==> src/rtl/servant_pm_pkg.sv <==
// Shared state encodings for the servant sleep/wake power-management controller.
package servant_pm_pkg;

  localparam logic [1:0] ST_RUN   = 2'd0;
  localparam logic [1:0] ST_DRAIN = 2'd1;
  localparam logic [1:0] ST_SLEEP = 2'd2;
  localparam logic [1:0] ST_WAKE  = 2'd3;

  typedef enum logic [1:0] {
    PM_RUN   = ST_RUN,
    PM_DRAIN = ST_DRAIN,
    PM_SLEEP = ST_SLEEP,
    PM_WAKE  = ST_WAKE
  } pm_state_t;

endpackage

==> src/rtl/servant_pm_sync.sv <==
// Multi-bit, multi-stage flop synchroniser for the asynchronous wake sources.
module servant_pm_sync
  import servant_pm_pkg::*;
#(
  parameter int WIDTH  = 1,
  parameter int STAGES = 2
) (
  input  logic             i_clk,
  input  logic             i_rst_n,
  input  logic [WIDTH-1:0] i_d,
  output logic [WIDTH-1:0] o_q
);

  logic [STAGES-1:0][WIDTH-1:0] sync_q;

  always_ff @(posedge i_clk or negedge i_rst_n) begin
    if (!i_rst_n) begin
      sync_q <= '0;
    end else begin
      sync_q <= {sync_q[STAGES-2:0], i_d};
    end
  end

  assign o_q = sync_q[STAGES-1];

endmodule

==> src/rtl/servant_pm_ctrl.sv <==
// Sleep/wake clock-enable controller: gates non-kept channels on a sleep request once idle.
// Define SERVANT_PM_TIMER_EN to add the self-wake timer loaded from i_timer_load.
module servant_pm_ctrl
  import servant_pm_pkg::*;
#(
  parameter int              N_CH          = 2,
  parameter int              N_IRQ         = 1,
  parameter logic [N_CH-1:0] CH_KEEP       = 2'b10,
  parameter int              SYNC_STAGES   = 2,
  parameter int              SETTLE_CYCLES = 4,
  parameter int              TIMER_W       = 16
) (
  input  logic               i_clk,
  input  logic               i_rst_n,
  input  logic               i_sleep_req,
  input  logic               i_idle,
  input  logic [N_IRQ-1:0]   i_irq,
  input  logic [N_IRQ-1:0]   i_irq_mask,
  input  logic [TIMER_W-1:0] i_timer_load,
  output logic [N_CH-1:0]    o_clk_en,
  output logic               o_sleeping,
  output logic               o_wake_ack,
  output logic [N_IRQ-1:0]   o_wake_src,
  output logic               o_timer_wake
);

  localparam int CNT_W = (SETTLE_CYCLES > 1) ? $clog2(SETTLE_CYCLES) : 1;

  logic [1:0]       state;
  logic [CNT_W-1:0] settle_cnt;
  logic [N_IRQ-1:0] irq_sync;
  logic [N_IRQ-1:0] irq_s;
  logic             wake;
  logic             timer_fire;

  servant_pm_sync #(
    .WIDTH  (N_IRQ),
    .STAGES (SYNC_STAGES)
  ) u_sync (
    .i_clk   (i_clk),
    .i_rst_n (i_rst_n),
    .i_d     (i_irq),
    .o_q     (irq_sync)
  );

  // Masking after the synchroniser keeps mask changes glitch-free; the extra flop sets wake latency.
  always_ff @(posedge i_clk or negedge i_rst_n) begin
    if (!i_rst_n) begin
      irq_s <= '0;
    end else begin
      irq_s <= irq_sync & i_irq_mask;
    end
  end

  assign wake = |irq_s;

`ifdef SERVANT_PM_TIMER_EN
  logic [TIMER_W-1:0] timer_cnt;
  logic               enter_sleep;

  assign enter_sleep = (state == ST_DRAIN) && !wake && i_idle;
  // A zero load never reaches the fire value of 1, so it leaves the timer disabled.
  assign timer_fire  = (state == ST_SLEEP) && (timer_cnt == TIMER_W'(1));

  always_ff @(posedge i_clk or negedge i_rst_n) begin
    if (!i_rst_n) begin
      timer_cnt <= '0;
    end else if (enter_sleep) begin
      timer_cnt <= i_timer_load;
    end else if ((state == ST_SLEEP) && (timer_cnt != '0)) begin
      timer_cnt <= timer_cnt - TIMER_W'(1);
    end else if (state != ST_SLEEP) begin
      timer_cnt <= '0;
    end
  end
`else
  logic unused_timer_load;

  assign unused_timer_load = ^i_timer_load;
  assign timer_fire        = 1'b0;
`endif

  always_ff @(posedge i_clk or negedge i_rst_n) begin
    if (!i_rst_n) begin
      state        <= ST_RUN;
      o_clk_en     <= '1;
      o_sleeping   <= 1'b0;
      o_wake_ack   <= 1'b0;
      o_wake_src   <= '0;
      o_timer_wake <= 1'b0;
      settle_cnt   <= '0;
    end else begin
      o_wake_ack   <= 1'b0;
      o_timer_wake <= 1'b0;
      case (state)
        ST_RUN: begin
          o_clk_en <= '1;
          if (i_sleep_req) begin
            state <= ST_DRAIN;
          end
        end
        ST_DRAIN: begin
          if (wake) begin
            state      <= ST_RUN;
            o_wake_ack <= 1'b1;
            o_wake_src <= irq_s;
          end else if (i_idle) begin
            state      <= ST_SLEEP;
            o_clk_en   <= CH_KEEP;
            o_sleeping <= 1'b1;
          end
        end
        ST_SLEEP: begin
          if (wake || timer_fire) begin
            state        <= ST_WAKE;
            o_wake_src   <= irq_s;
            o_clk_en     <= '1;
            o_timer_wake <= timer_fire;
            settle_cnt   <= CNT_W'(SETTLE_CYCLES - 1);
          end
        end
        ST_WAKE: begin
          if (settle_cnt == '0) begin
            state      <= ST_RUN;
            o_sleeping <= 1'b0;
            o_wake_ack <= 1'b1;
          end else begin
            settle_cnt <= settle_cnt - CNT_W'(1);
          end
        end
        default: begin
          state <= ST_RUN;
        end
      endcase
    end
  end

endmodule

==> config.mk <==
export PLATFORM = sky130hd
export DESIGN_NAME = servant_pm_ctrl
export DESIGN_NICKNAME = d
export VERILOG_FILES = /design/src/rtl/servant_pm_pkg.sv /design/src/rtl/servant_pm_sync.sv /design/src/rtl/servant_pm_ctrl.sv
export SDC_FILE = /design/constraint.sdc
export NUM_CORES = 1
export LEC_CHECK = 0
export CORE_MARGIN = 2
export CORE_UTILIZATION = 43
export CTS_CLUSTER_SIZE = 25
export DETAILED_ROUTE_END_ITERATION = 6
export PLACE_DENSITY = 0.83
export SYNTH_ARGS = -nofsm -noshare
export SYNTH_HDL_FRONTEND = slang
export SYNTH_SLANG_ARGS = --single-unit
==> constraint.sdc <==
create_clock -name i_clk -period 3.73 [get_ports i_clk]
set_input_delay 0.373 -clock i_clk [delete_from_list [all_inputs] [get_ports i_clk]]
set_output_delay 0.373 -clock i_clk [all_outputs]
set_load 0.02 [all_outputs]
==> results of run 1 <==
worst min path at each step:
stage | from | endpoint
6_report | u_sync.sync_q[0] | u_sync.o_q
5_1_grt | u_sync.sync_q[0] | u_sync.o_q
4_1_cts | u_sync.sync_q[0] | u_sync.o_q
3_5_place_dp | u_sync.sync_q[0] | u_sync.o_q
3_3_place_gp | u_sync.sync_q[0] | u_sync.o_q
2_1_floorplan | i_rst_n | asynchronous set/reset pin
cell type report:
type | count | area [um^2] | area share
Tap cell | 16 | 20.0 | 0.0259
Inverter | 6 | 22.5 | 0.0292
Timing Repair Buffer | 9 | 90.1 | 0.117
Multi-Input combinational cell | 43 | 337 | 0.436
Clock buffer | 4 | 26.3 | 0.0340
Sequential cell | 11 | 277 | 0.358
report_power, final:
part / leakage (nW) / internal [mW] / switching, mW
Combinational: 0.232 / 0.122 / 0.131
Sequential: 0.121 / 0.153 / 0.0283
Clock: 0.0150 / 0.0416 / 0.0427
layout by cell type (no fill, tap or decap):
| cell type | n |
|---|---|
| conb_1 | 2 |
| ha_1 | 8 |
| nor2_1 | 3 |
| clkbuf_4 | 3 |
| nor3b_1 | 1 |
| mux2i_1 | 1 |
| clkdlybuf4s50_1 | 9 |
| a22o_1 | 2 |
| nand3_1 | 1 |
| dfstp_2 | 1 |
| a2bb2oi_1 | 1 |
| and2_1 | 2 |
| a21oi_1 | 1 |
| a211o_1 | 1 |
| a211oi_1 | 1 |
| o2bb2ai_1 | 1 |
| or4_1 | 1 |
| a22oi_1 | 1 |
| nand2_1 | 4 |
| o211ai_1 | 1 |
| nor4_1 | 1 |
| nand2b_2 | 1 |
| nor2b_2 | 2 |
| a2111oi_1 | 1 |
| a221oi_1 | 1 |
| clkbuf_1 | 1 |
| inv_1 | 6 |
| a21o_1 | 1 |
| mux2_1 | 1 |
| dfrtp_1 | 10 |
| nor2b_1 | 3 |
stage by stage:
stage | power, mW | util | hold WS [ps] | worst slack [ps] | instances
finish | 0.518 | 0.525 | 363 | 1920 | 89
CTS | 0.524 | 0.525 | 367 | 1920 | 89
floorplan | 0.375 | - | 77.4 | 2080 | 63
global placement | 0.424 | 0.507 | 347 | 1990 | 85
detailed placement | 0.437 | 0.507 | 352 | 1920 | 85
global route | 0.562 | 0.525 | 375 | 1730 | 89
routing by layer:
layer / vias to the layer above / part of all wire / GRT usage
met1: 222 / 0.43 / 0.146
met2: 14 / 0.47 / 0.233
met3: 5 / 0.066 / 0.0809
met4: 0 / 0.030 / 0.0788
li1: 233 / - / -
met5: - / 0 / 0
worst register-to-register path: cells and delay by family (launching register included):
kind	cells	cell delay (ps)
DFF	1	470
muxes	1	360
AOI/OAI and AO/OA	1	280
adders and majority gates	1	260
and+or+nand+nor	1	210
buffers and inverters	1	130
flip-flops by register name (all words and copies together), names as in the netlist, named ones only:
| name | cells |
|---|---|
| settle_cnt | 2 |
| o_wake_src | 1 |
| o_clk_en | 1 |
| o_sleeping | 1 |
| state | 1 |
| u_sync.sync_q | 1 |
| u_sync.o_q | 1 |
| irq_s | 1 |
| o_wake_ack | 1 |
logic make-up (layout without fill, tap and decap cells):
kind of cell,after synthesis,after routing,synth area share
multiplexers,2,2,0.0325
AO/OA/AOI/OAI,12,12,0.149
buffers and inverters,9,19,0.0631
flip-flops,11,11,0.423
AND/OR/NAND/NOR,19,19,0.168
other,2,2,0.0115
adder cells (fa/ha/maj),8,8,0.153
==> run_summary.xml, run 1 <==
<?xml version="1.0" encoding="UTF-8"?>
<metrics>
  <group name="power">
    <metric name="vdd_ir_drop_max" unit="uV">294</metric>
    <metric name="power.static_leakage" unit="nW">0.368</metric>
    <metric name="power_per_cell_area" unit="nW/um^2">671</metric>
  </group>
  <group name="yosys">
    <metric name="synth_area" unit="um^2">654</metric>
    <metric name="synth_flop_cell" unit="">dfrtp_1</metric>
    <metric name="yosys_warnings" unit="">0</metric>
    <metric name="number_of_enable_flip_flop_cells_after_synthesis" unit="">0</metric>
    <metric name="synth_top_cell_by_area" unit="">dfrtp_1</metric>
    <metric name="synth_top_area_share" unit="">0.382</metric>
    <metric name="synth_async_sr_flop_share" unit="">1.00</metric>
    <metric name="yosys-top-cells-count" unit="">dfrtp_1 (10), ha_1 (8), inv_1 (6)</metric>
    <metric name="synthesized_flop_and_latch_total" unit="">11</metric>
    <metric name="syn_area_per_cell" unit="um^2">10.4</metric>
    <metric name="yosys.cell_types.count" unit="">30</metric>
    <metric name="synth.net_count" unit="">93</metric>
    <metric name="postSynthCellCount" unit="">63</metric>
    <metric name="synthMostInstantiatedCell" unit="">dfrtp_1</metric>
    <metric name="synthTopCellsByArea" unit="">dfrtp_1 (38%), ha_1 (15%), dfstp_2 (4.0%)</metric>
    <metric name="ys_seq_area_frac" unit="">0.423</metric>
  </group>
  <group name="layout">
    <metric name="design.final.nets" unit="">104</metric>
    <metric name="num_antenna_cells" unit="">0</metric>
    <metric name="drive_gt1_frac" unit="">0.0959</metric>
    <metric name="final_design_area_no_fill" unit="um^2">772</metric>
    <metric name="area_growth" unit="%">18.0</metric>
    <metric name="num-fill-cells" unit="">136</metric>
  </group>
  <group name="sta">
    <metric name="setup_total_negative_slack" unit="ps">0</metric>
    <metric name="timing.final.setup_violations" unit="">0</metric>
    <metric name="finalCriticalPeriod" unit="ps">1810</metric>
    <metric name="fin_skew" unit="ps">9.57</metric>
    <metric name="rsz0062_at_grt" unit="">false</metric>
    <metric name="fmax" unit="MHz">553</metric>
    <metric name="finalCritPeriodShare" unit="">0.485</metric>
    <metric name="finalHoldViolCount" unit="">0</metric>
    <metric name="slew_violations" unit="">0</metric>
  </group>
  <group name="die">
    <metric name="dieArea" unit="um^2">1850</metric>
    <metric name="die_w" unit="um">43.0</metric>
    <metric name="top_level_ports" unit="">28</metric>
    <metric name="std_cell_rows" unit="">14</metric>
    <metric name="coreArea" unit="um^2">1470</metric>
    <metric name="die_y" unit="um">43.0</metric>
    <metric name="initial_utilization" unit="">0.445</metric>
  </group>
  <group name="setup_path">
    <metric name="cp-endpoint" unit="">settle_cnt[0]</metric>
    <metric name="r2r.worst_path.cells" unit="">5</metric>
    <metric name="critical_path.startpoint_type" unit="">flop</metric>
    <metric name="path_delay_family" unit="">flip-flops</metric>
    <metric name="critical_path.slowest_cell" unit="">dfrtp_1</metric>
    <metric name="timing.critical_path.cells" unit="">inv_1 -&gt; ha_1 -&gt; nor2b_2 -&gt; a211oi_1 -&gt; mux2_1</metric>
    <metric name="rr_startpoint" unit="">state[0]</metric>
    <metric name="worst-path-max-fanout" unit="">7</metric>
    <metric name="reg2reg_to" unit="">settle_cnt[0]</metric>
    <metric name="criticalPathCategory" unit="">flop to flop</metric>
    <metric name="timing.critical_path.slowest_cell_delay" unit="ps">470</metric>
    <metric name="critPathLaunch" unit="">state[0]</metric>
    <metric name="cp.depth" unit="">5</metric>
    <metric name="timing.reg2reg.setup_slack" unit="ps">1920</metric>
    <metric name="type_of_element_capturing_the_critical_path" unit="">flop</metric>
    <metric name="worstPathRequired" unit="ps">3900</metric>
    <metric name="cp.buffers_inverters" unit="">1</metric>
    <metric name="cp_data_arrival_time" unit="ps">1980</metric>
  </group>
  <group name="global_route">
    <metric name="grt_pass1_vias" unit="">465</metric>
    <metric name="grt_overflow_total" unit="">0</metric>
    <metric name="grt_usage" unit="">0.144</metric>
    <metric name="wire_length_of_the_first_global_routing_pass" unit="um">1900</metric>
    <metric name="number_of_antenna_violations_at_the_first_check_in_global_routing" unit="">0</metric>
    <metric name="pin_count_of_the_biggest_net_entering_global_routing" unit="">12</metric>
  </group>
  <group name="routing">
    <metric name="initialDrtViolationCount" unit="">0</metric>
    <metric name="post-route-drc-count" unit="">0</metric>
    <metric name="drt_wirelength" unit="um">1120</metric>
    <metric name="detail_route.wl_per_cell" unit="um">12.6</metric>
    <metric name="count_of_tritonroute_iterations_in_the_first_routing_pass" unit="">1</metric>
    <metric name="overall_via_count_from_detail_route" unit="">474</metric>
    <metric name="route.detailed.vias_per_inst" unit="">5.33</metric>
    <metric name="antenna_left" unit="">0</metric>
  </group>
  <group name="hold_path">
    <metric name="worst_hold_path.num_cells" unit="">0</metric>
    <metric name="worst_hold_path_type" unit="">flop to flop</metric>
  </group>
  <group name="cts">
    <metric name="cts_num_sinks" unit="">11</metric>
    <metric name="htree_levels" unit="">1</metric>
    <metric name="cts_inserted_buffers" unit="">3</metric>
    <metric name="clk_path_buf_depth" unit="">2</metric>
    <metric name="postCtsHoldBufs" unit="">0</metric>
    <metric name="cts.repair.resized" unit="">0</metric>
    <metric name="clkSlewWorstSetupHoldPaths" unit="ps">70</metric>
    <metric name="tritoncts_clock_tree" unit="">yes</metric>
    <metric name="cts.repair_timing.setup_buffer_count" unit="">0</metric>
    <metric name="cts.root.buffer_cell" unit="">clkbuf_4</metric>
    <metric name="insertion_delay" unit="ps">280</metric>
  </group>
  <group name="place">
    <metric name="gp_congestion" unit="">0.747</metric>
    <metric name="placement.cell_area" unit="um^2">746</metric>
    <metric name="hpwl" unit="um">844</metric>
    <metric name="portBuffers" unit="">9</metric>
  </group>
  <group name="status">
    <metric name="run_status" unit="">complete, no violations</metric>
  </group>
  <group name="run">
    <metric name="drv.max_cap_violation_count" unit="">0</metric>
  </group>
</metrics>
(Power assumes the default switching activity.)
==> run 2, diff against run 1 <==
- CORE_UTILIZATION: 43 -> 40
- PLACE_DENSITY: 0.83 -> 0.78
- clock period: 3.73 -> 1.8 ns (I/O delays scaled with it)
==> run 2 against run 1 <==
Compared with the run above: non-clock buffer count is 2 higher; via count fell by 3.4%; utilization fell by 0.41 points; clock power grew 97%; final cell count rose by 2.2%; combinational power is 120% higher; routed wire length shrank 0.80%; global-route usage fell by 0.42 points; critical path type unchanged; highest routed layer unchanged.
==> run_summary.xml, run 2 (synthesis results as in run 1) <==
<?xml version="1.0" encoding="UTF-8"?>
<metrics>
  <group name="global_route">
    <metric name="grt_usage" unit="">0.140</metric>
    <metric name="grt_overflow_total" unit="">0</metric>
    <metric name="number_of_antenna_violations_at_the_first_check_in_global_routing" unit="">0</metric>
    <metric name="pin_count_of_the_biggest_net_entering_global_routing" unit="">12</metric>
    <metric name="wire_length_of_the_first_global_routing_pass" unit="um">1920</metric>
    <metric name="grt_pass1_vias" unit="">451</metric>
  </group>
  <group name="sta">
    <metric name="fin_skew" unit="ps">7.52</metric>
    <metric name="finalCriticalPeriod" unit="ps">1670</metric>
    <metric name="fmax" unit="MHz">599</metric>
    <metric name="finalCritPeriodShare" unit="">0.928</metric>
    <metric name="hold-worst-slack" unit="ps">232</metric>
    <metric name="timing.final.setup_violations" unit="">0</metric>
    <metric name="finalHoldViolCount" unit="">0</metric>
    <metric name="slew_violations" unit="">0</metric>
  </group>
  <group name="place">
    <metric name="portBuffers" unit="">9</metric>
    <metric name="placedCellCount" unit="">87</metric>
    <metric name="hpwl" unit="um">848</metric>
    <metric name="gp_congestion" unit="">0.734</metric>
  </group>
  <group name="status">
    <metric name="run_status" unit="">complete, no violations</metric>
  </group>
  <group name="routing">
    <metric name="overall_via_count_from_detail_route" unit="">458</metric>
    <metric name="detail_route.wl_per_cell" unit="um">12.3</metric>
    <metric name="count_of_tritonroute_iterations_in_the_first_routing_pass" unit="">4</metric>
    <metric name="maxUsedRoutingLayer" unit="">met4</metric>
    <metric name="initialDrtViolationCount" unit="">2</metric>
    <metric name="route.detailed.vias_per_inst" unit="">5.03</metric>
    <metric name="drt_wirelength" unit="um">1120</metric>
    <metric name="antenna_left" unit="">0</metric>
    <metric name="routed-wl-met3" unit="um">59</metric>
    <metric name="met2WireLength" unit="um">518</metric>
    <metric name="m1WireLength" unit="um">519</metric>
    <metric name="post-route-drc-count" unit="">0</metric>
  </group>
  <group name="die">
    <metric name="initial_utilization" unit="">0.429</metric>
    <metric name="die_w" unit="um">44.4</metric>
    <metric name="top_level_ports" unit="">28</metric>
    <metric name="std_cell_rows" unit="">14</metric>
    <metric name="dieArea" unit="um^2">1980</metric>
    <metric name="coreArea" unit="um^2">1520</metric>
    <metric name="die_y" unit="um">44.4</metric>
  </group>
  <group name="layout">
    <metric name="multi_input_comb_area" unit="um^2">342</metric>
    <metric name="post_layout_nonfiller_instances" unit="">91</metric>
    <metric name="design.final.nets" unit="">106</metric>
    <metric name="regArea" unit="um^2">278</metric>
    <metric name="num_antenna_cells" unit="">0</metric>
    <metric name="area_growth" unit="%">21.2</metric>
    <metric name="max_ffs_per_register" unit="">2</metric>
    <metric name="top_register" unit="">settle_cnt</metric>
    <metric name="layout_common_cells" unit="">dfrtp_1 (9), clkdlybuf4s50_1 (9), ha_1 (8)</metric>
    <metric name="num-fill-cells" unit="">139</metric>
    <metric name="drive_gt1_frac" unit="">0.147</metric>
  </group>
  <group name="hold_path">
    <metric name="worst_hold_path_type" unit="">input port to asynchronous set/reset pin</metric>
  </group>
  <group name="run">
    <metric name="drv.max_cap_violation_count" unit="">0</metric>
  </group>
  <group name="cts">
    <metric name="cts.repair_timing.setup_buffer_count" unit="">0</metric>
    <metric name="htree_levels" unit="">1</metric>
    <metric name="tritoncts_clock_tree" unit="">yes</metric>
    <metric name="cts_num_sinks" unit="">11</metric>
    <metric name="clkSlewWorstSetupHoldPaths" unit="ps">70</metric>
    <metric name="cts.root.buffer_cell" unit="">clkbuf_4</metric>
    <metric name="insertion_delay" unit="ps">270</metric>
    <metric name="clk_path_buf_depth" unit="">2</metric>
    <metric name="cts_inserted_buffers" unit="">3</metric>
  </group>
  <group name="power">
    <metric name="power.static_leakage" unit="nW">0.379</metric>
    <metric name="power_per_cell_area" unit="nW/um^2">1390</metric>
    <metric name="design_power_total" unit="mW">1.10</metric>
    <metric name="vdd_ir_drop_max" unit="uV">610</metric>
  </group>
  <group name="setup_path">
    <metric name="critical_path.startpoint_type" unit="">flop</metric>
    <metric name="type_of_element_capturing_the_critical_path" unit="">flop</metric>
    <metric name="timing.critical_path.cells" unit="">inv_1 -&gt; ha_1 -&gt; nor2b_2 -&gt; or4_1 -&gt; a22oi_1</metric>
    <metric name="cp_data_arrival_time" unit="ps">1860</metric>
    <metric name="worst-path-max-fanout" unit="">7</metric>
    <metric name="timing.critical_path.slowest_cell_delay" unit="ps">470</metric>
    <metric name="critical_path.slowest_cell" unit="">or4_1</metric>
    <metric name="worstPathRequired" unit="ps">1990</metric>
    <metric name="criticalPathCategory" unit="">flop to flop</metric>
  </group>
</metrics>
==> run 2: repair_timing <==
action,CTS,global route
hold buffers,0,0
gates resized for setup,0,2
setup endpoints to repair,0,3
==> run 2: worst max-delay path, delay by kind of cell (launching register included) <==
family | cells | cell delay, ps
simple gates | 2 | 660
flops | 1 | 420
fa+ha+maj | 1 | 220
compound gates | 1 | 190
buf+inv | 1 | 110
==> run 2: final cells by class <==
class                      instances  share of cell area
sequential                        11               0.350
multi-input combinational         43               0.431
clock buffer                       4              0.0331
inverter                           6              0.0284
tap                               16              0.0252
timing repair buffer              11               0.132
==> run 2: path summary, 6_finish.rpt <==
path	depth (start not counted)	startpoint	slack (ps)	endpoint
max in group asynchronous	1	i_rst_n	1200	state[0]
worst min-delay path	1	i_rst_n	230	asynchronous set/reset pin
min in group i_clk	1	i_irq	350	u_sync.sync_q[0]
worst max-delay path	5	state[0]	130	flop
worst max register to register	5	state[0]	130	flop
worst min register to register	0	u_sync.sync_q[0]	370	u_sync.o_q
==> run 2: per-stage QoR <==
step                      worst slack, ps  instance area [um^2]  TNS, ps  utilization
final                                 129                   793        0        0.521
after global routing                -4.91                   793    -4.91        0.521
after CTS                            14.3                   787        0        0.516
after detailed placement             30.0                   761        0        0.499
after global placement                108                   761        0        0.499
after floorplan                       150                   654        0            -
==> run 2: where the power goes <==
part / internal, mW / total [mW] / switching (mW)
registers: 0.319 / 0.373 / 0.0540
clock network: 0.0858 / 0.166 / 0.0804
logic: 0.277 / 0.564 / 0.288
total: 0.681 / 1.10 / 0.422
==> run 2: routing by layer <==
layer	track usage	vias up
li1	-	236
met1	0.160	208
met5	0	-
met2	0.218	12
met3	0.0776	2
met4	0.0545	0
==> run 3, diff against run 2 <==
- CORE_MARGIN: 2 -> 8
- SKIP_LAST_GASP: default -> 1
==> run 3 against run 2 <==
Compared with the run above: hold slack better by 2.0 ps; sequential power about the same; register-to-register slack got worse by 20 ps; combinational power about the same; highest routed layer unchanged; critical path depth is the same; count of clock-buffer cells in the layout is 1 lower; flip-flop and latch count is the same.
==> run_summary.xml, run 3 (synthesis results as in run 1) <==
<?xml version="1.0" encoding="UTF-8"?>
<metrics>
  <group name="status">
    <metric name="run_status" unit="">complete, no violations</metric>
  </group>
  <group name="layout">
    <metric name="drive_gt1_frac" unit="">0.160</metric>
    <metric name="area_growth" unit="%">21.4</metric>
    <metric name="num-fill-cells" unit="">143</metric>
    <metric name="layout_common_cells" unit="">dfrtp_1 (9), clkdlybuf4s50_1 (9), ha_1 (8)</metric>
    <metric name="post_layout_nonfiller_instances" unit="">91</metric>
    <metric name="top_register" unit="">settle_cnt</metric>
    <metric name="design.final.nets" unit="">106</metric>
    <metric name="max_ffs_per_register" unit="">2</metric>
    <metric name="num_antenna_cells" unit="">0</metric>
  </group>
  <group name="cts">
    <metric name="postCtsHoldBufs" unit="">0</metric>
    <metric name="tritoncts_clock_tree" unit="">yes</metric>
    <metric name="htree_levels" unit="">1</metric>
    <metric name="cts.root.buffer_cell" unit="">clkbuf_4</metric>
    <metric name="cts.repair_timing.setup_buffer_count" unit="">0</metric>
    <metric name="clkSlewWorstSetupHoldPaths" unit="ps">70</metric>
    <metric name="clk_path_buf_depth" unit="">2</metric>
    <metric name="cts_num_sinks" unit="">11</metric>
    <metric name="insertion_delay" unit="ps">270</metric>
    <metric name="cts_inserted_buffers" unit="">3</metric>
  </group>
  <group name="global_route">
    <metric name="wire_length_of_the_first_global_routing_pass" unit="um">1970</metric>
    <metric name="grt_overflow_total" unit="">0</metric>
    <metric name="pin_count_of_the_biggest_net_entering_global_routing" unit="">12</metric>
    <metric name="number_of_antenna_violations_at_the_first_check_in_global_routing" unit="">0</metric>
    <metric name="grt_pass1_vias" unit="">453</metric>
    <metric name="grt_usage" unit="">0.0773</metric>
  </group>
  <group name="die">
    <metric name="dieArea" unit="um^2">3190</metric>
    <metric name="std_cell_rows" unit="">14</metric>
    <metric name="die_w" unit="um">56.4</metric>
    <metric name="top_level_ports" unit="">28</metric>
    <metric name="coreArea" unit="um^2">1520</metric>
    <metric name="die_y" unit="um">56.4</metric>
    <metric name="initial_utilization" unit="">0.429</metric>
  </group>
  <group name="power">
    <metric name="clock_power_share" unit="">0.149</metric>
    <metric name="power.static_leakage" unit="nW">0.382</metric>
    <metric name="p_seq_frac" unit="">0.340</metric>
    <metric name="vdd_ir_drop_max" unit="uV">616</metric>
    <metric name="swShare" unit="">0.385</metric>
    <metric name="design_power_total" unit="mW">1.10</metric>
    <metric name="power_frac_comb" unit="">0.511</metric>
    <metric name="power.net_switching" unit="mW">0.425</metric>
    <metric name="cellInternalPower" unit="mW">0.678</metric>
    <metric name="power_per_cell_area" unit="nW/um^2">1390</metric>
  </group>
  <group name="place">
    <metric name="hpwl" unit="um">914</metric>
    <metric name="gp_congestion" unit="">0.730</metric>
    <metric name="placedCellCount" unit="">87</metric>
    <metric name="portBuffers" unit="">9</metric>
  </group>
  <group name="routing">
    <metric name="overall_via_count_from_detail_route" unit="">483</metric>
    <metric name="post-route-drc-count" unit="">0</metric>
    <metric name="initialDrtViolationCount" unit="">13</metric>
    <metric name="detail_route.wl_per_cell" unit="um">12.8</metric>
    <metric name="route.detailed.vias_per_inst" unit="">5.31</metric>
    <metric name="count_of_tritonroute_iterations_in_the_first_routing_pass" unit="">2</metric>
    <metric name="antenna_left" unit="">0</metric>
    <metric name="drt_wirelength" unit="um">1170</metric>
  </group>
  <group name="setup_path">
    <metric name="cp_data_arrival_time" unit="ps">1870</metric>
    <metric name="type_of_element_capturing_the_critical_path" unit="">flop</metric>
    <metric name="timing.critical_path.cells" unit="">inv_1 -&gt; ha_1 -&gt; nor2b_2 -&gt; or4_1 -&gt; a22oi_1</metric>
    <metric name="criticalPathCategory" unit="">flop to flop</metric>
    <metric name="rr_startpoint" unit="">state[0]</metric>
    <metric name="critical_path.startpoint_type" unit="">flop</metric>
    <metric name="worstPathRequired" unit="ps">1990</metric>
    <metric name="worst-path-max-fanout" unit="">7</metric>
    <metric name="timing.critical_path.slowest_cell_delay" unit="ps">480</metric>
    <metric name="critical_path.slowest_cell" unit="">or4_1</metric>
    <metric name="critPathLaunch" unit="">state[0]</metric>
  </group>
  <group name="sta">
    <metric name="setup_total_negative_slack" unit="ps">0</metric>
    <metric name="fmax" unit="MHz">593</metric>
    <metric name="finalCriticalPeriod" unit="ps">1690</metric>
    <metric name="finalCritPeriodShare" unit="">0.937</metric>
    <metric name="fin_skew" unit="ps">0.494</metric>
    <metric name="timing.final.setup_violations" unit="">0</metric>
    <metric name="rsz0062_at_grt" unit="">false</metric>
    <metric name="slew_violations" unit="">0</metric>
    <metric name="finalHoldViolCount" unit="">0</metric>
  </group>
  <group name="run">
    <metric name="drv.max_cap_violation_count" unit="">0</metric>
  </group>
  <group name="hold_path">
    <metric name="worst_hold_path_type" unit="">input port to asynchronous set/reset pin</metric>
  </group>
</metrics>
## run 3: changes by cell type in the layout (fill, tap and decap cells not counted)
cell,delta
clkbuf_1,-1
clkinv_2,+1
## run 3: final timing paths
kind | end | slack, ps | depth (start not counted)
setup / recovery | flop | 110 | 5
hold reg to reg | u_sync.o_q | 350 | 0
min in group i_clk | u_sync.sync_q[0] | 350 | 1
setup reg to reg | flop | 110 | 5
max in group asynchronous | state[0] | 1210 | 1
hold / removal | asynchronous set/reset pin | 230 | 1
## run 3: metal layers
layer / routed length [um] / global-route usage
met1: 507 / 0.0846
met2: 533 / 0.113
met3: 114 / 0.0607
met4: 10 / 0.0206
met5: 0 / 0
## run 3: stage by stage
stage               hold WS (ps)  worst slack, ps  utilization  cell area (um^2)
CTS                          253             36.7        0.517               788
detailed placement           339             55.3        0.499               761
floorplan                   -116              150            -               654
finish                       234              113        0.521               795
global route                 293             1.51        0.521               795
global placement             348             86.4        0.499               761
## run 3: worst max-delay path: cells and delay by family, from the launching register on
family	cells	cell delay, ps
buffers and inverters	1	100
AO/OA/AOI/OAI	1	200
AND/OR/NAND/NOR	2	670
adder cells (fa/ha/maj)	1	210
flip-flops	1	430
## run 3: cell type report
| type | instances | area, um^2 | area share |
|---|---|---|---|
| inverters | 6 | 22.5 | 0.0283 |
| clock inverters | 1 | 5.00 | 0.00630 |
| repair buffers | 11 | 105 | 0.132 |
| flip-flops and latches | 11 | 278 | 0.350 |
| multi-input cells | 43 | 342 | 0.430 |
| well taps | 16 | 20.0 | 0.0252 |
| clock buffers | 3 | 22.5 | 0.0283 |
## run 3: timing repair
action / 4_1_cts / 5_1_grt
setup endpoints to repair: 0 / 4
hold endpoints to repair: 0 / 0
resized for setup: 0 / 2
## run 3: power by group through the flow
| stage | registers, mW | logic (mW) | clock network, mW |
|---|---|---|---|
| after floorplan | 0.386 | 0.391 | 0 |
| after global placement | 0.376 | 0.534 | 0 |
| after detailed placement | 0.378 | 0.555 | 0 |
| after CTS | 0.374 | 0.556 | 0.174 |
| after global routing | 0.388 | 0.641 | 0.185 |
| final | 0.374 | 0.564 | 0.164 |
